==> src/rtl/pulse_gen_if.sv <==
// Config/control/status bundle for the programmable pulse generator.
// The master side is the controller, and the slave side is the generator itself.
interface pulse_gen_if #(
  parameter int CNT_W = 32,
  parameter int NUM_W = 16
);
  logic             cfg_valid;
  logic             cfg_ready;
  logic [CNT_W-1:0] cfg_period;
  logic [CNT_W-1:0] cfg_high;
  logic [NUM_W-1:0] cfg_num;
  logic             start;
  logic             stop;
  logic             wave_out;
  logic             busy;
  logic             done;
  logic [31:0]      pulse_cnt;

  modport master (
    output cfg_valid, cfg_period, cfg_high, cfg_num, start, stop,
    input  cfg_ready, wave_out, busy, done, pulse_cnt
  );

  modport slave (
    input  cfg_valid, cfg_period, cfg_high, cfg_num, start, stop,
    output cfg_ready, wave_out, busy, done, pulse_cnt
  );
endinterface

==> src/rtl/pulse_gen.sv <==
// Programmable square/pulse generator with a double-buffered config.
// A new config only takes effect at the start of a run or at a period boundary.
module pulse_gen #(
  parameter int CNT_W = 32,
  parameter int NUM_W = 16
) (
  input  logic          sys_clk,
  input  logic          rst,
  pulse_gen_if.slave    bus
);

  typedef enum logic [1:0] {S_IDLE, S_HIGH, S_LOW} state_t;

  state_t           r_state, w_state_next;
  logic [CNT_W-1:0] r_ph, w_ph_next;
  logic [CNT_W-1:0] r_per, r_high;
  logic [NUM_W-1:0] r_num;
  logic [CNT_W-1:0] r_pend_per, r_pend_high;
  logic [NUM_W-1:0] r_pend_num;
  logic             r_pend_full;
  logic             r_stop, w_stop_next;
  logic             r_wave;
  logic             r_done, w_done_next;
  logic [31:0]      r_pulse_cnt, w_cnt_next;
  logic             w_apply;

  logic [CNT_W-1:0] w_clamp_per, w_high_min1, w_clamp_high;
  logic [31:0]      w_cnt_plus;
  logic             w_burst_end;

  // Clamp so that the output always has at least one high and one low cycle
  assign w_clamp_per  = (r_pend_per < CNT_W'(2)) ? CNT_W'(2) : r_pend_per;
  assign w_high_min1  = (r_pend_high == '0) ? CNT_W'(1) : r_pend_high;
  assign w_clamp_high = (w_high_min1 > w_clamp_per - CNT_W'(1)) ?
                        (w_clamp_per - CNT_W'(1)) : w_high_min1;

  assign w_cnt_plus  = r_pulse_cnt + 32'd1;
  assign w_burst_end = (r_num != '0) && (w_cnt_plus == 32'(r_num));

  always_comb begin
    w_state_next = r_state;
    w_ph_next    = r_ph;
    w_cnt_next   = r_pulse_cnt;
    w_stop_next  = r_stop;
    w_apply      = 1'b0;
    w_done_next  = 1'b0;
    case (r_state)
      S_IDLE: begin
        w_stop_next = 1'b0;
        w_apply     = r_pend_full;
        if (bus.start) begin
          w_state_next = S_HIGH;
          w_ph_next    = '0;
          w_cnt_next   = '0;
        end
      end
      S_HIGH: begin
        w_stop_next = r_stop | bus.stop;
        w_ph_next   = r_ph + CNT_W'(1);
        if (r_ph == r_high - CNT_W'(1)) w_state_next = S_LOW;
      end
      S_LOW: begin
        w_stop_next = r_stop | bus.stop;
        w_ph_next   = r_ph + CNT_W'(1);
        if (r_ph == r_per - CNT_W'(1)) begin
          // Period boundary: count it, swap in any pending config, decide to continue
          w_ph_next   = '0;
          w_apply     = r_pend_full;
          w_cnt_next  = (r_pulse_cnt == '1) ? r_pulse_cnt : w_cnt_plus;
          w_stop_next = 1'b0;
          if (r_stop || bus.stop || w_burst_end) begin
            w_state_next = S_IDLE;
            w_done_next  = 1'b1;
          end else begin
            w_state_next = S_HIGH;
          end
        end
      end
      default: w_state_next = S_IDLE;
    endcase
  end

  always_ff @(posedge sys_clk) begin
    if (rst) begin
      r_state     <= S_IDLE;
      r_ph        <= '0;
      r_per       <= CNT_W'(2);
      r_high      <= CNT_W'(1);
      r_num       <= '0;
      r_pend_per  <= '0;
      r_pend_high <= '0;
      r_pend_num  <= '0;
      r_pend_full <= 1'b0;
      r_stop      <= 1'b0;
      r_wave      <= 1'b0;
      r_done      <= 1'b0;
      r_pulse_cnt <= '0;
    end else begin
      r_state     <= w_state_next;
      r_ph        <= w_ph_next;
      r_stop      <= w_stop_next;
      r_done      <= w_done_next;
      r_pulse_cnt <= w_cnt_next;
      r_wave      <= (r_state == S_HIGH);
      if (w_apply) begin
        r_per       <= w_clamp_per;
        r_high      <= w_clamp_high;
        r_num       <= r_pend_num;
        r_pend_full <= 1'b0;
      end else if (bus.cfg_valid && !r_pend_full) begin
        r_pend_per  <= bus.cfg_period;
        r_pend_high <= bus.cfg_high;
        r_pend_num  <= bus.cfg_num;
        r_pend_full <= 1'b1;
      end
    end
  end

  assign bus.cfg_ready = ~r_pend_full;
  assign bus.wave_out  = r_wave;
  assign bus.busy      = (r_state != S_IDLE);
  assign bus.done      = r_done;
  assign bus.pulse_cnt = r_pulse_cnt;

endmodule

==> src/flat_wrapper.sv <==
// flat-port wrapper written by rule: the top's interface ports become plain ports
module pulse_gen_flat 
#(
  parameter int CNT_W = 32,
  parameter int NUM_W = 16
)
  (sys_clk, rst, bus_cfg_valid, bus_cfg_period, bus_cfg_high, bus_cfg_num, bus_start, bus_stop, bus_cfg_ready, bus_wave_out, bus_busy, bus_done, bus_pulse_cnt);
  pulse_gen_if #(.CNT_W(CNT_W), .NUM_W(NUM_W)) bus_i ();
  input  logic sys_clk;
  input  logic rst;
  input wire logic [$bits(bus_i.cfg_valid)-1:0] bus_cfg_valid;
  input wire logic [$bits(bus_i.cfg_period)-1:0] bus_cfg_period;
  input wire logic [$bits(bus_i.cfg_high)-1:0] bus_cfg_high;
  input wire logic [$bits(bus_i.cfg_num)-1:0] bus_cfg_num;
  input wire logic [$bits(bus_i.start)-1:0] bus_start;
  input wire logic [$bits(bus_i.stop)-1:0] bus_stop;
  output wire logic [$bits(bus_i.cfg_ready)-1:0] bus_cfg_ready;
  output wire logic [$bits(bus_i.wave_out)-1:0] bus_wave_out;
  output wire logic [$bits(bus_i.busy)-1:0] bus_busy;
  output wire logic [$bits(bus_i.done)-1:0] bus_done;
  output wire logic [$bits(bus_i.pulse_cnt)-1:0] bus_pulse_cnt;
  assign bus_i.cfg_valid = bus_cfg_valid;
  assign bus_i.cfg_period = bus_cfg_period;
  assign bus_i.cfg_high = bus_cfg_high;
  assign bus_i.cfg_num = bus_cfg_num;
  assign bus_i.start = bus_start;
  assign bus_i.stop = bus_stop;
  assign bus_cfg_ready = bus_i.cfg_ready;
  assign bus_wave_out = bus_i.wave_out;
  assign bus_busy = bus_i.busy;
  assign bus_done = bus_i.done;
  assign bus_pulse_cnt = bus_i.pulse_cnt;
  pulse_gen #(.CNT_W(CNT_W), .NUM_W(NUM_W)) u_core (.sys_clk(sys_clk), .rst(rst), .bus(bus_i));
endmodule
==> config.mk <==
export PLATFORM = sky130hd
export DESIGN_NAME = pulse_gen_flat
export DESIGN_NICKNAME = d
export VERILOG_FILES = /design/src/rtl/pulse_gen_if.sv /design/src/rtl/pulse_gen.sv /design/src/flat_wrapper.sv
export SDC_FILE = /design/constraint.sdc
export NUM_CORES = 1
export LEC_CHECK = 0
export CAP_MARGIN = 10
export CORE_ASPECT_RATIO = 1.1
export CORE_MARGIN = 2
export CORE_UTILIZATION = 45
export DETAILED_ROUTE_END_ITERATION = 10
export SLEW_MARGIN = 25
export SYNTH_ARGS = -nofsm -noshare
export SYNTH_HDL_FRONTEND = slang
export SYNTH_SLANG_ARGS = --single-unit
export TNS_END_PERCENT = 1
==> constraint.sdc <==
create_clock -name sys_clk -period 9.63 [get_ports sys_clk]
set_input_delay 0.963 -clock sys_clk [delete_from_list [all_inputs] [get_ports sys_clk]]
set_output_delay 0.963 -clock sys_clk [all_outputs]
set_load 0.01 [all_outputs]
==> impl_metrics.xml <==
<?xml version="1.0" encoding="UTF-8"?>
<metrics>
  <group name="run_status">
    <metric name="outcome" unit="">finished clean</metric>
  </group>
  <group name="logic_synthesis">
    <metric name="synthArstFlopShare" unit="">0</metric>
    <metric name="mappedNetlistNets" unit="">2142</metric>
    <metric name="synth-seq-cells" unit="">230</metric>
    <metric name="post_synth.cell_area_avg" unit="µm²">7.415</metric>
    <metric name="netlist_area_before_placement" unit="µm²">14940</metric>
    <metric name="yosysSeqAreaShare" unit="">0.3082</metric>
    <metric name="synth-edff-count" unit="">0</metric>
    <metric name="netlist_instances" unit="">2015</metric>
    <metric name="synth_cell_type_count" unit="">77</metric>
    <metric name="post-synth-top-area-cell" unit="">sky130_fd_sc_hd__dfxtp_1</metric>
    <metric name="number_of_warning_messages_in_the_yosys_log" unit="">0</metric>
    <metric name="synth_flop_cell" unit="">sky130_fd_sc_hd__dfxtp_1</metric>
    <metric name="share_of_yosys_cell_area_claimed_by_the_top_area_cell_type" unit="">0.3082</metric>
    <metric name="synth.top_cells.by_area" unit="">sky130_fd_sc_hd__dfxtp_1 (31%), sky130_fd_sc_hd__nand2_1 (6.4%), sky130_fd_sc_hd__a21oi_1 (6.2%), sky130_fd_sc_hd__xnor2_1 (5.0%), sky130_fd_sc_hd__nand3_1 (5.0%)</metric>
  </group>
  <group name="critical_path">
    <metric name="worst-endpoint-required" unit="ns">10.02</metric>
    <metric name="rr_worst_depth" unit="">19</metric>
    <metric name="cp.arrival" unit="ns">6.45</metric>
    <metric name="crit_path_max_incr_delay" unit="ns">0.60</metric>
    <metric name="worstSetupEndpointType" unit="">flip-flop</metric>
    <metric name="crit_path_top_delay_cell" unit="">sky130_fd_sc_hd__nor3_1</metric>
    <metric name="crit_path_max_fanout" unit="">28</metric>
    <metric name="crit_path_cell_trace" unit="">nor4_1 &gt; nand4b_1 &gt; nor3_1 &gt; nand3_1 &gt; nand2_1 &gt; ha_1 &gt; nand2_1 &gt; nor3_1 &gt; xnor2_1 &gt; ha_1 &gt; a21o_1 &gt; a21o_1 &gt; a2111oi_0 &gt; o21ai_0 &gt; o31ai_1 &gt; nor2_1 &gt; buf_4 &gt; o2111ai_1 &gt; a21oi_1</metric>
    <metric name="crit_path_start_kind" unit="">flip-flop</metric>
    <metric name="timing_worst_setup_path_type" unit="">reg -&gt; reg</metric>
  </group>
  <group name="cts">
    <metric name="cts_buffer_depth" unit="">3</metric>
    <metric name="h-tree-depth" unit="">1</metric>
    <metric name="ctsHoldBuffers" unit="">0</metric>
    <metric name="clock_latency" unit="ns">0.54</metric>
    <metric name="cts_setup_buffers" unit="">0</metric>
    <metric name="clock-sinks" unit="">230</metric>
    <metric name="cts_tree" unit="">done</metric>
    <metric name="tritoncts.num_buffers" unit="">27</metric>
    <metric name="cts_root_buf" unit="">sky130_fd_sc_hd__clkbuf_16</metric>
    <metric name="post_cts.resized_instances" unit="">0</metric>
    <metric name="clk_pin_slew" unit="ns">0.06</metric>
  </group>
  <group name="detailed_routing">
    <metric name="detailed_route_iter0_violations" unit="">1440</metric>
    <metric name="drc_errors" unit="">0</metric>
    <metric name="postRouteAntennaNets" unit="">0</metric>
    <metric name="postRouteWirelength" unit="µm">47400</metric>
    <metric name="vias" unit="">14994</metric>
    <metric name="drt_pre_antenna_iters" unit="">8</metric>
    <metric name="wl_per_cell" unit="µm">19.53</metric>
    <metric name="viasPerCell" unit="">6.178</metric>
  </group>
  <group name="final_layout">
    <metric name="mostFrequentLayoutCells" unit="">sky130_fd_sc_hd__nand2_1 (254), sky130_fd_sc_hd__dfxtp_1 (229), sky130_fd_sc_hd__a21oi_1 (185), sky130_fd_sc_hd__nand3_1 (148), sky130_fd_sc_hd__o21ai_0 (121)</metric>
    <metric name="final_layout_size_suffix_gt1_frac" unit="">0.04548</metric>
    <metric name="nets" unit="">2111</metric>
    <metric name="antennaDiodeCount" unit="">0</metric>
    <metric name="finalInstanceArea" unit="µm²">17020</metric>
    <metric name="most_common_library_cell_in_the_layout_ignoring_fill_and_taps" unit="">sky130_fd_sc_hd__nand2_1</metric>
    <metric name="layout.filler_cells" unit="">3186</metric>
    <metric name="synthToLayoutAreaGrowth" unit="%">13.93</metric>
  </group>
  <group name="sta">
    <metric name="fin_tns_setup" unit="ns">0</metric>
    <metric name="slew_headroom" unit="">0.2963</metric>
    <metric name="rsz0062_at_grt" unit="">false</metric>
    <metric name="final.period_utilization" unit="">0.6297</metric>
    <metric name="finalClockSkew" unit="ns">0.01249</metric>
    <metric name="period_minus_slack" unit="ns">6.064</metric>
    <metric name="maxClockFrequency" unit="GHz">0.1649</metric>
    <metric name="finalSetupViolations" unit="">0</metric>
    <metric name="maxSlewViolCount" unit="">0</metric>
    <metric name="hold_violations" unit="">0</metric>
    <metric name="worst_pin_slew" unit="ns">1.052</metric>
  </group>
  <group name="floorplanning">
    <metric name="floorplan.initialDensity" unit="">0.4591</metric>
    <metric name="fp.dieH" unit="µm">195.1</metric>
    <metric name="die_width" unit="µm">177.7</metric>
    <metric name="fp-row-count" unit="">69</metric>
    <metric name="placeable_core_area" unit="µm²">32550</metric>
    <metric name="dieArea" unit="µm²">34680</metric>
    <metric name="boundaryPins" unit="">121</metric>
  </group>
  <group name="power">
    <metric name="vdd.ir_drop.worst" unit="µV">150.5</metric>
    <metric name="cell_area_power_density" unit="nW/µm²">188.9</metric>
    <metric name="p_leak" unit="nW">5.710</metric>
  </group>
  <group name="global_routing">
    <metric name="global_route_wire_length_before_repair" unit="µm">75120</metric>
    <metric name="number_of_antenna_violations_at_the_first_check_in_global_routing" unit="">0</metric>
    <metric name="busiest_layer" unit="">met2</metric>
    <metric name="use_met2" unit="">0.4078</metric>
    <metric name="grt_max_degree" unit="">108</metric>
    <metric name="grt_util_met1" unit="">0.3937</metric>
    <metric name="gr-total-overflow" unit="">0</metric>
    <metric name="grt.total_usage" unit="">0.2640</metric>
    <metric name="grt_util_met3" unit="">0.02921</metric>
    <metric name="first_global_vias" unit="">13647</metric>
  </group>
  <group name="hold_path">
    <metric name="hold-path-cell-count" unit="">2</metric>
    <metric name="holdCritPathClass" unit="">reg -&gt; reg</metric>
  </group>
  <group name="placed_design">
    <metric name="placer_s_final_routability_congestion_estimate" unit="">0.8657</metric>
    <metric name="detailed_placement_wirelength_estimate" unit="µm">33640</metric>
    <metric name="port-buffer-count" unit="">120</metric>
    <metric name="placed_area" unit="µm²">16050</metric>
  </group>
  <group name="job">
    <metric name="timing.max_cap.violations" unit="">0</metric>
  </group>
</metrics>
-- per-stage QoR --
stage	power (W)	worst slack [ns]	cells	util	hold WS [ns]
global route	0.003381	2.959	2427	0.5230	0.4710
global placement	0.002086	3.852	2381	0.4932	0.4440
finish	0.003215	3.566	2427	0.5230	0.4544
CTS	0.003227	3.589	2427	0.5229	0.4587
floorplan	0.001813	4.476	2015	-	0.4366
detailed placement	0.002095	3.644	2381	0.4932	0.4505
-- logic make-up after synthesis --
| kind of cell | after synthesis | share of synthesized area |
|---|---|---|
| and+or+nand+nor | 823 | 0.2808 |
| xor gates and xnor gates | 140 | 0.08298 |
| DFF | 230 | 0.3082 |
| buffers and inverters | 247 | 0.06473 |
| muxes | 8 | 0.005527 |
| adders and majority gates | 42 | 0.03517 |
| AOI/OAI and AO/OA | 525 | 0.2227 |
-- path summary, 6_finish.rpt --
check	startpoint	end	slack, ns
min reg2reg	u_core.r_pend_num[12]	u_core.r_pend_num[12]	0.45
max	u_core.r_pend_per[16]	u_core.r_high[24]	3.57
min	u_core.r_pend_num[12]	u_core.r_pend_num[12]	0.45
max reg2reg	u_core.r_pend_per[16]	u_core.r_high[24]	3.57
-- state kept, by name, indices dropped and copies added, names as in the netlist --
register              cells
u_core.bus.wave_out       1
u_core.r_num             16
u_core.r_pend_num        16
u_core.r_high            32
u_core.r_ph              32
u_core.r_stop             1
u_core.r_pend_high       32
u_core.bus.done           1
u_core.r_per             32
u_core.r_state            2
u_core.bus.pulse_cnt     32
u_core.r_pend_full        1
u_core.r_pend_per        32
-- where the power goes --
part	switching, W	internal (W)
clock	0.000423	0.000706
sequential	0.0000894	0.00101
combinational	0.000650	0.000339
-- metal layers --
metal	wire, µm	part of all wire
met4	863	0.018
met1	23280	0.49
met3	2305	0.049
met2	20950	0.44
met5	0	0
-- critical path: cells and delay by family, from the launching register on --
family	cells	cell delay (ns)
compound gates	7	1.95
xor+xnor	1	0.17
fa+ha+maj	2	0.54
buf+inv	1	0.26
flops	1	0.38
simple gates	8	2.59
-- final cells by class --
class	instances	area (µm²)	share of cell area
well taps	426	533.0	0.03131
flip-flops and latches	230	4606	0.2706
multi-input cells	1538	9408	0.5527
repair buffers	134	1311	0.07703
clock buffers	33	748.2	0.04395
inverters	53	198.9	0.01169
clock inverters	13	217.7	0.01279
-- cells in the mapped netlist, types with 12 or more instances --
cell,number
sky130_fd_sc_hd__xnor2_1,86
sky130_fd_sc_hd__o21ai_0,121
sky130_fd_sc_hd__inv_1,52
sky130_fd_sc_hd__nor3_1,65
sky130_fd_sc_hd__buf_2,14
sky130_fd_sc_hd__nor2_1,98
sky130_fd_sc_hd__a31oi_1,13
sky130_fd_sc_hd__nand3_1,148
sky130_fd_sc_hd__nand4_1,48
sky130_fd_sc_hd__xor2_1,53
sky130_fd_sc_hd__or3_1,14
sky130_fd_sc_hd__nor4_1,70
sky130_fd_sc_hd__o22ai_1,16
sky130_fd_sc_hd__o221ai_1,27
sky130_fd_sc_hd__ha_1,42
sky130_fd_sc_hd__nand2_1,255
sky130_fd_sc_hd__dfxtp_1,230
sky130_fd_sc_hd__o211ai_1,38
sky130_fd_sc_hd__o2111ai_1,33
sky130_fd_sc_hd__or4_1,12
sky130_fd_sc_hd__clkbuf_1,169
sky130_fd_sc_hd__a21oi_1,185
(Power assumes the default switching activity.)
